File: config.mk
export PLATFORM = sky130hd
export DESIGN_NAME = abc_vector_sweeper_flat
export DESIGN_NICKNAME = d
export VERILOG_FILES = /design/src/rtl/abc_vector_sweeper_pkg.sv /design/src/rtl/abc_vector_sweeper_if.sv /design/src/rtl/abc_vector_sweeper_dwell_timer.sv /design/src/rtl/abc_vector_sweeper.sv /design/src/flat_wrapper.sv
export SDC_FILE = /design/constraint.sdc
export NUM_CORES = 1
export LEC_CHECK = 0
export CAP_MARGIN = 40
export CORE_MARGIN = 3
export CORE_UTILIZATION = 55
export CTS_BUF_LIST = sky130_fd_sc_hd__clkbuf_8
export DETAILED_ROUTE_END_ITERATION = 12
export PLACE_DENSITY = 0.88
export SYNTH_ARGS = -nofsm -noshare
export SYNTH_HDL_FRONTEND = slang
export SYNTH_SLANG_ARGS = --single-unit
File: constraint.sdc
create_clock -name clk -period 6.4 [get_ports clk]
set_input_delay 0.96 -clock clk [delete_from_list [all_inputs] [get_ports clk]]
set_output_delay 0.96 -clock clk [all_outputs]
set_load 0.01 [all_outputs]
File: src/rtl/abc_vector_sweeper_pkg.sv
// Shared types and constants for the A/B/C exhaustive sweeper.
package abc_sweep_pkg;
  localparam int NUM_VEC = 8;
  localparam int VEC_W   = 3;

  typedef enum logic [1:0] {
    IDLE   = 2'd0,
    DRIVE  = 2'd1,
    FINISH = 2'd2
  } state_t;
endpackage

File: src/rtl/abc_vector_sweeper_if.sv
// Control, stimulus and result bundle between the sweeper and its user.
interface abc_vector_sweeper_if
  import abc_sweep_pkg::*;
#(
  parameter int DWELL_W = 8
);
  logic               start;
  logic               abort;
  logic [DWELL_W-1:0] dwell;
  logic [NUM_VEC-1:0] expected;
  logic               q_in;
  logic               a;
  logic               b;
  logic               c;
  logic               busy;
  logic               done;
  logic [NUM_VEC-1:0] truth;
  logic [NUM_VEC-1:0] mismatch;
  logic               pass;
  logic               valid_o;

  modport master (
    output start, abort, dwell, expected, q_in,
    input  a, b, c, busy, done, truth, mismatch, pass, valid_o
  );

  modport slave (
    input  start, abort, dwell, expected, q_in,
    output a, b, c, busy, done, truth, mismatch, pass, valid_o
  );
endinterface

File: src/rtl/abc_vector_sweeper_dwell_timer.sv
// Loadable down-counter; expire is high while the count sits at zero.
module dwell_timer #(
  parameter int DWELL_W = 8
) (
  input  logic               clk,
  input  logic               rst_n,
  input  logic               load,
  input  logic [DWELL_W-1:0] value,
  output logic               expire
);
  logic [DWELL_W-1:0] r_cnt;

  always_ff @(posedge clk) begin
    if (!rst_n) begin
      r_cnt <= '0;
    end else if (load) begin
      r_cnt <= value;
    end else if (r_cnt != '0) begin
      r_cnt <= r_cnt - DWELL_W'(1);
    end
  end

  assign expire = (r_cnt == '0);
endmodule

File: src/rtl/abc_vector_sweeper.sv
// Drives A/B/C through 000..111 with a programmable hold, samples Q at the end
// of each hold and compares the measured truth table with the expected one.
module abc_vector_sweeper
  import abc_sweep_pkg::*;
#(
  parameter int DWELL_W = 8
) (
  input logic                 clk,
  input logic                 rst_n,
  abc_vector_sweeper_if.slave sw
);
  state_t             r_state;
  state_t             r_state_next;
  logic [VEC_W-1:0]   r_vec;
  logic [VEC_W-1:0]   r_abc;
  logic [DWELL_W-1:0] r_dwell_m1;
  logic [NUM_VEC-1:0] r_exp;
  logic [NUM_VEC-1:0] r_truth;
  logic [NUM_VEC-1:0] r_mismatch;
  logic               r_busy;
  logic               r_done;
  logic               r_valid;
  logic               r_pass;

  logic               w_accept;
  logic               w_sample;
  logic               w_last;
  logic               w_expire;
  logic               w_load;
  logic [DWELL_W-1:0] w_start_m1;
  logic [DWELL_W-1:0] w_load_value;
  logic [NUM_VEC-1:0] w_truth_upd;

  // A dwell of zero behaves as one, so the reload value saturates at zero.
  assign w_start_m1   = (sw.dwell == '0) ? '0 : sw.dwell - DWELL_W'(1);
  assign w_load       = w_accept | (w_sample & ~w_last);
  assign w_load_value = w_accept ? w_start_m1 : r_dwell_m1;

  dwell_timer #(.DWELL_W(DWELL_W)) u_dwell_timer (
    .clk    (clk),
    .rst_n  (rst_n),
    .load   (w_load),
    .value  (w_load_value),
    .expire (w_expire)
  );

  genvar gi;
  generate
    for (gi = 0; gi < NUM_VEC; gi++) begin : g_truth_upd
      assign w_truth_upd[gi] = (r_vec == VEC_W'(gi)) ? sw.q_in : r_truth[gi];
    end
  endgenerate

  always_ff @(posedge clk) begin
    if (!rst_n) begin
      r_state <= IDLE;
    end else begin
      r_state <= r_state_next;
    end
  end

  always_comb begin
    r_state_next = r_state;
    w_accept     = 1'b0;
    w_sample     = 1'b0;
    w_last       = 1'b0;
    if (sw.abort) begin
      r_state_next = IDLE;
    end else begin
      case (r_state)
        IDLE: begin
          if (sw.start) begin
            w_accept     = 1'b1;
            r_state_next = DRIVE;
          end
        end
        DRIVE: begin
          if (w_expire) begin
            w_sample = 1'b1;
            if (r_vec == VEC_W'(NUM_VEC - 1)) begin
              w_last       = 1'b1;
              r_state_next = FINISH;
            end
          end
        end
        FINISH:  r_state_next = IDLE;
        default: r_state_next = IDLE;
      endcase
    end
  end

  always_ff @(posedge clk) begin
    if (!rst_n) begin
      r_vec      <= '0;
      r_abc      <= '0;
      r_dwell_m1 <= '0;
      r_exp      <= '0;
      r_truth    <= '0;
      r_mismatch <= '0;
      r_busy     <= 1'b0;
      r_done     <= 1'b0;
      r_valid    <= 1'b0;
      r_pass     <= 1'b0;
    end else begin
      r_done <= 1'b0;
      if (sw.abort) begin
        // Partial truth bits stay visible for debug after a cancelled sweep.
        r_abc   <= '0;
        r_busy  <= 1'b0;
        r_valid <= 1'b0;
        r_pass  <= 1'b0;
      end else if (w_accept) begin
        r_dwell_m1 <= w_start_m1;
        r_exp      <= sw.expected;
        r_truth    <= '0;
        r_valid    <= 1'b0;
        r_pass     <= 1'b0;
        r_vec      <= '0;
        r_abc      <= '0;
        r_busy     <= 1'b1;
      end else if (w_sample) begin
        r_truth <= w_truth_upd;
        if (w_last) begin
          r_abc      <= '0;
          r_busy     <= 1'b0;
          r_done     <= 1'b1;
          r_valid    <= 1'b1;
          r_mismatch <= w_truth_upd ^ r_exp;
          r_pass     <= (w_truth_upd == r_exp);
        end else begin
          r_vec <= r_vec + VEC_W'(1);
          r_abc <= r_vec + VEC_W'(1);
        end
      end
    end
  end

  assign sw.a        = r_abc[2];
  assign sw.b        = r_abc[1];
  assign sw.c        = r_abc[0];
  assign sw.busy     = r_busy;
  assign sw.done     = r_done;
  assign sw.truth    = r_truth;
  assign sw.mismatch = r_mismatch;
  assign sw.pass     = r_pass;
  assign sw.valid_o  = r_valid;
endmodule

File: src/flat_wrapper.sv
// flat-port wrapper written by rule: the top's interface ports become plain ports
module abc_vector_sweeper_flat import abc_sweep_pkg::*;
#(
  parameter int DWELL_W = 8
)
  (clk, rst_n, sw_start, sw_abort, sw_dwell, sw_expected, sw_q_in, sw_a, sw_b, sw_c, sw_busy, sw_done, sw_truth, sw_mismatch, sw_pass, sw_valid_o);
  abc_vector_sweeper_if #(.DWELL_W(DWELL_W)) sw_i ();
  input logic clk;
  input logic rst_n;
  input wire logic [$bits(sw_i.start)-1:0] sw_start;
  input wire logic [$bits(sw_i.abort)-1:0] sw_abort;
  input wire logic [$bits(sw_i.dwell)-1:0] sw_dwell;
  input wire logic [$bits(sw_i.expected)-1:0] sw_expected;
  input wire logic [$bits(sw_i.q_in)-1:0] sw_q_in;
  output wire logic [$bits(sw_i.a)-1:0] sw_a;
  output wire logic [$bits(sw_i.b)-1:0] sw_b;
  output wire logic [$bits(sw_i.c)-1:0] sw_c;
  output wire logic [$bits(sw_i.busy)-1:0] sw_busy;
  output wire logic [$bits(sw_i.done)-1:0] sw_done;
  output wire logic [$bits(sw_i.truth)-1:0] sw_truth;
  output wire logic [$bits(sw_i.mismatch)-1:0] sw_mismatch;
  output wire logic [$bits(sw_i.pass)-1:0] sw_pass;
  output wire logic [$bits(sw_i.valid_o)-1:0] sw_valid_o;
  assign sw_i.start = sw_start;
  assign sw_i.abort = sw_abort;
  assign sw_i.dwell = sw_dwell;
  assign sw_i.expected = sw_expected;
  assign sw_i.q_in = sw_q_in;
  assign sw_a = sw_i.a;
  assign sw_b = sw_i.b;
  assign sw_c = sw_i.c;
  assign sw_busy = sw_i.busy;
  assign sw_done = sw_i.done;
  assign sw_truth = sw_i.truth;
  assign sw_mismatch = sw_i.mismatch;
  assign sw_pass = sw_i.pass;
  assign sw_valid_o = sw_i.valid_o;
  abc_vector_sweeper #(.DWELL_W(DWELL_W)) u_core (.clk(clk), .rst_n(rst_n), .sw(sw_i));
endmodule
==> metrics.cfg <==
[global_route]
grt_pass1_wl_um=9250
antenna_found_initial=0
grt_pass1_vias=2051
grt_usage=0.215
overflow=0
grt_max_degree=30

[worst_setup_path]
regToRegStartpoint=u_core.u_dwell_timer.r_cnt[0]
regToRegEndpoint=u_core.sw.mismatch[7]
reg2reg_depth=7
crit_start=sw_abort
worst_setup_path_start_kind=primary input
arrival_ps=3060
worstPathMaxFanout=26
cp-end-kind=register
crit_type=primary input to register
r2r_setup_slack_ps=3880
worst_ep_required_time_ps=6600

[drt]
num_vias=2277
post_drt_wl_per_cell_um=13.9
viasPerCell=5.69
wirelength_um=5570
drc=0
ant_nets=0
firstDrtPassIters=4
drt_iter0_markers=152

[die]
dieWidth_um=74.3
rows=24
die_area_um2=5530
io_pins=44
fp.dieH_um=74.3
start_util=0.578
core_um2=4440

[synth]
yosysWarnings=0
synth.top_cell.area_share=0.405
syn-instance-count=312
syn_avg_cell_area_um2=8.23
yosys.area.top_type=dfxtp_1
async_flop_share=0
yosys-top-cells-area=dfxtp_1 41%, nand2_1 8.0%, a21oi_1 6.6%
synth.distinct_cells=42
synth-edff-count=0
synth_ff_type=dfxtp_1
synth_seq_cells=52
seq_area_frac_synth=0.405
synth_fp_nets=342
syn_area_um2=2570

[sta]
tns_ps=0
timing.final.crit_period_ps=2860
slew_headroom=0.424
fin_skew_ps=7.75
drv_slew=0
period_share=0.447
max_freq_mhz=349
rsz0062_at_grt=no
setup_viol=0
hold_slack_ps=456
tightestPinTransition_ps=862
hold_violations=0

[clocking]
postCtsSetupBuffers=0
holdBufCountCts=0
clkTransAtPathRegs_ps=90
cts_max_path_buffers=2
cts.sinks=52
htree_levels=2
cts.repair.resized=0
root_buffer=clkbuf_8
clk_latency_ps=300
cts_buffers=5
cts_tree=built

[layout]
final_cell_area_um2=3100
nNetsFinal=378
fillers=378
diodes=0
drive_gt1_frac=0.0575
seqCellArea_um2=1040
synthToLayoutAreaGrowth_pct=20.6
multiInputGateArea_um2=1420

[worst_hold_path]
min_from=u_core.r_abc[2]
hold_class=register to register
hold_depth=2
worstHoldEndpoint=u_core.r_abc[2]

[pwr]
power_density_nw_per_um2=260
peakVddDrop_v=0.000182
p_leak_nw=1.12
total_power_mw=0.807

[run]
cap_violations=0

[place]
gp_congestion=0.853
hpwl_um=4130
numPortBuffers=43
dpl_cell_area_um2=3000

[run_status]
run_status=complete, no violations

worst max-delay path by stage:
stage / endpoint / slack [ps]
after floorplan: u_core.u_dwell_timer.r_cnt[3] / 4110
after global placement: u_core.u_dwell_timer.r_cnt[4] / 3280
after detailed placement: u_core.u_dwell_timer.r_cnt[2] / 3260
after CTS: u_core.u_dwell_timer.r_cnt[2] / 3530
after global routing: u_core.sw.mismatch[7] / 3390
final: u_core.u_dwell_timer.r_cnt[2] / 3540
layer usage:
layer  track usage  vias to the layer above  part of all wire
met2         0.351                       69              0.48
met1         0.286                     1056              0.44
met5             0                        -                 0
met3        0.0405                        9             0.065
met4        0.0751                        0             0.014
li1              -                     1143                 -
sequential cells by signal, indices dropped and copies added, names as in the netlist:
signal	cells
u_core.r_state	2
u_core.sw.mismatch	8
u_core.sw.pass	1
u_core.r_dwell_m1	8
u_core.r_vec	3
u_core.sw.done	1
u_core.u_dwell_timer.r_cnt	8
u_core.r_abc	3
u_core.sw.valid_o	1
u_core.sw.truth	8
u_core.r_exp	8
u_core.sw.busy	1
worst max-delay path, stage by stage:
cell             delay [ps]
clkdlybuf4s50_1         490
or4b_1                  930
a22oi_1                 370
a21oi_1                  80
o21a_1                  230
Yosys cell counts, drive strengths merged (2+ instances only):
library cell / number
and3: 2
ha: 9
and2: 4
o21ai: 3
nand2: 55
o32ai: 3
o31ai: 2
a22oi: 3
nor3b: 5
nor3: 11
mux2: 2
buf: 7
mux2i: 12
nand2b: 4
a211oi: 5
nor4b: 2
a21oi: 34
o21a: 2
nor2: 31
nor4: 2
dfxtp: 52
or4: 4
a31oi: 3
o22ai: 2
or3: 2
clkbuf: 8
xnor2: 14
inv: 10
nand3: 12
power breakdown:
group,switching (mW),internal [mW],total [mW]
Sequential,0.0306,0.351,0.381
Combinational,0.119,0.107,0.226
Clock,0.103,0.0965,0.200
Total,0.253,0.554,0.807
through the flow:
step	cells	utilization	setup slack, ps
6_report	400	0.697	3540
5_1_grt	400	0.697	3390
4_1_cts	400	0.697	3530
3_5_place_dp	393	0.675	3260
3_3_place_gp	393	0.675	3280
2_1_floorplan	312	-	4110
cell families after synthesis:
group	after synthesis	share of synthesized area
xor gates and xnor gates	15	0.0511
DFF	52	0.405
and+or+nand+nor	139	0.267
AOI/OAI and AO/OA	58	0.135
buffers and inverters	25	0.0419
adders and majority gates	9	0.0438
muxes	14	0.0555
layout make-up:
| class | instances | share of cell area |
|---|---|---|
| Sequential cell | 52 | 0.336 |
| Inverter | 10 | 0.0121 |
| Tap cell | 52 | 0.0210 |
| Clock buffer | 7 | 0.0311 |
| Multi-Input combinational cell | 235 | 0.458 |
| Timing Repair Buffer | 44 | 0.141 |
cells in the final DEF (no fill, tap or decap), types with 2 or more instances in the layout:
| cell type | Yosys | routed |
|---|---|---|
| a21oi_1 | 34 | 34 |
| or4_1 | 2 | 2 |
| nor4_1 | 2 | 2 |
| nor3_1 | 10 | 10 |
| and2_1 | 4 | 4 |
| nand2b_1 | 3 | 3 |
| nor3b_1 | 5 | 5 |
| dfxtp_1 | 52 | 52 |
| o32ai_1 | 3 | 3 |
| a31oi_1 | 3 | 3 |
| mux2i_1 | 12 | 12 |
| xnor2_1 | 14 | 14 |
| nand2_1 | 55 | 55 |
| o31ai_1 | 2 | 2 |
| ha_1 | 9 | 9 |
| a211oi_1 | 5 | 5 |
| clkbuf_8 | 0 | 7 |
| clkdlybuf4s50_1 | 0 | 43 |
| nand3_1 | 12 | 12 |
| o22ai_1 | 2 | 2 |
| nor2_1 | 31 | 31 |
| or3_1 | 2 | 2 |
| a22oi_1 | 3 | 3 |
| or4_4 | 2 | 2 |
| o21a_1 | 2 | 2 |
| and3_1 | 2 | 2 |
| mux2_2 | 2 | 2 |
| nor4b_2 | 2 | 2 |
| o21ai_0 | 2 | 2 |
| inv_1 | 10 | 10 |
Note: power is estimated with default switching activity, not from simulation.
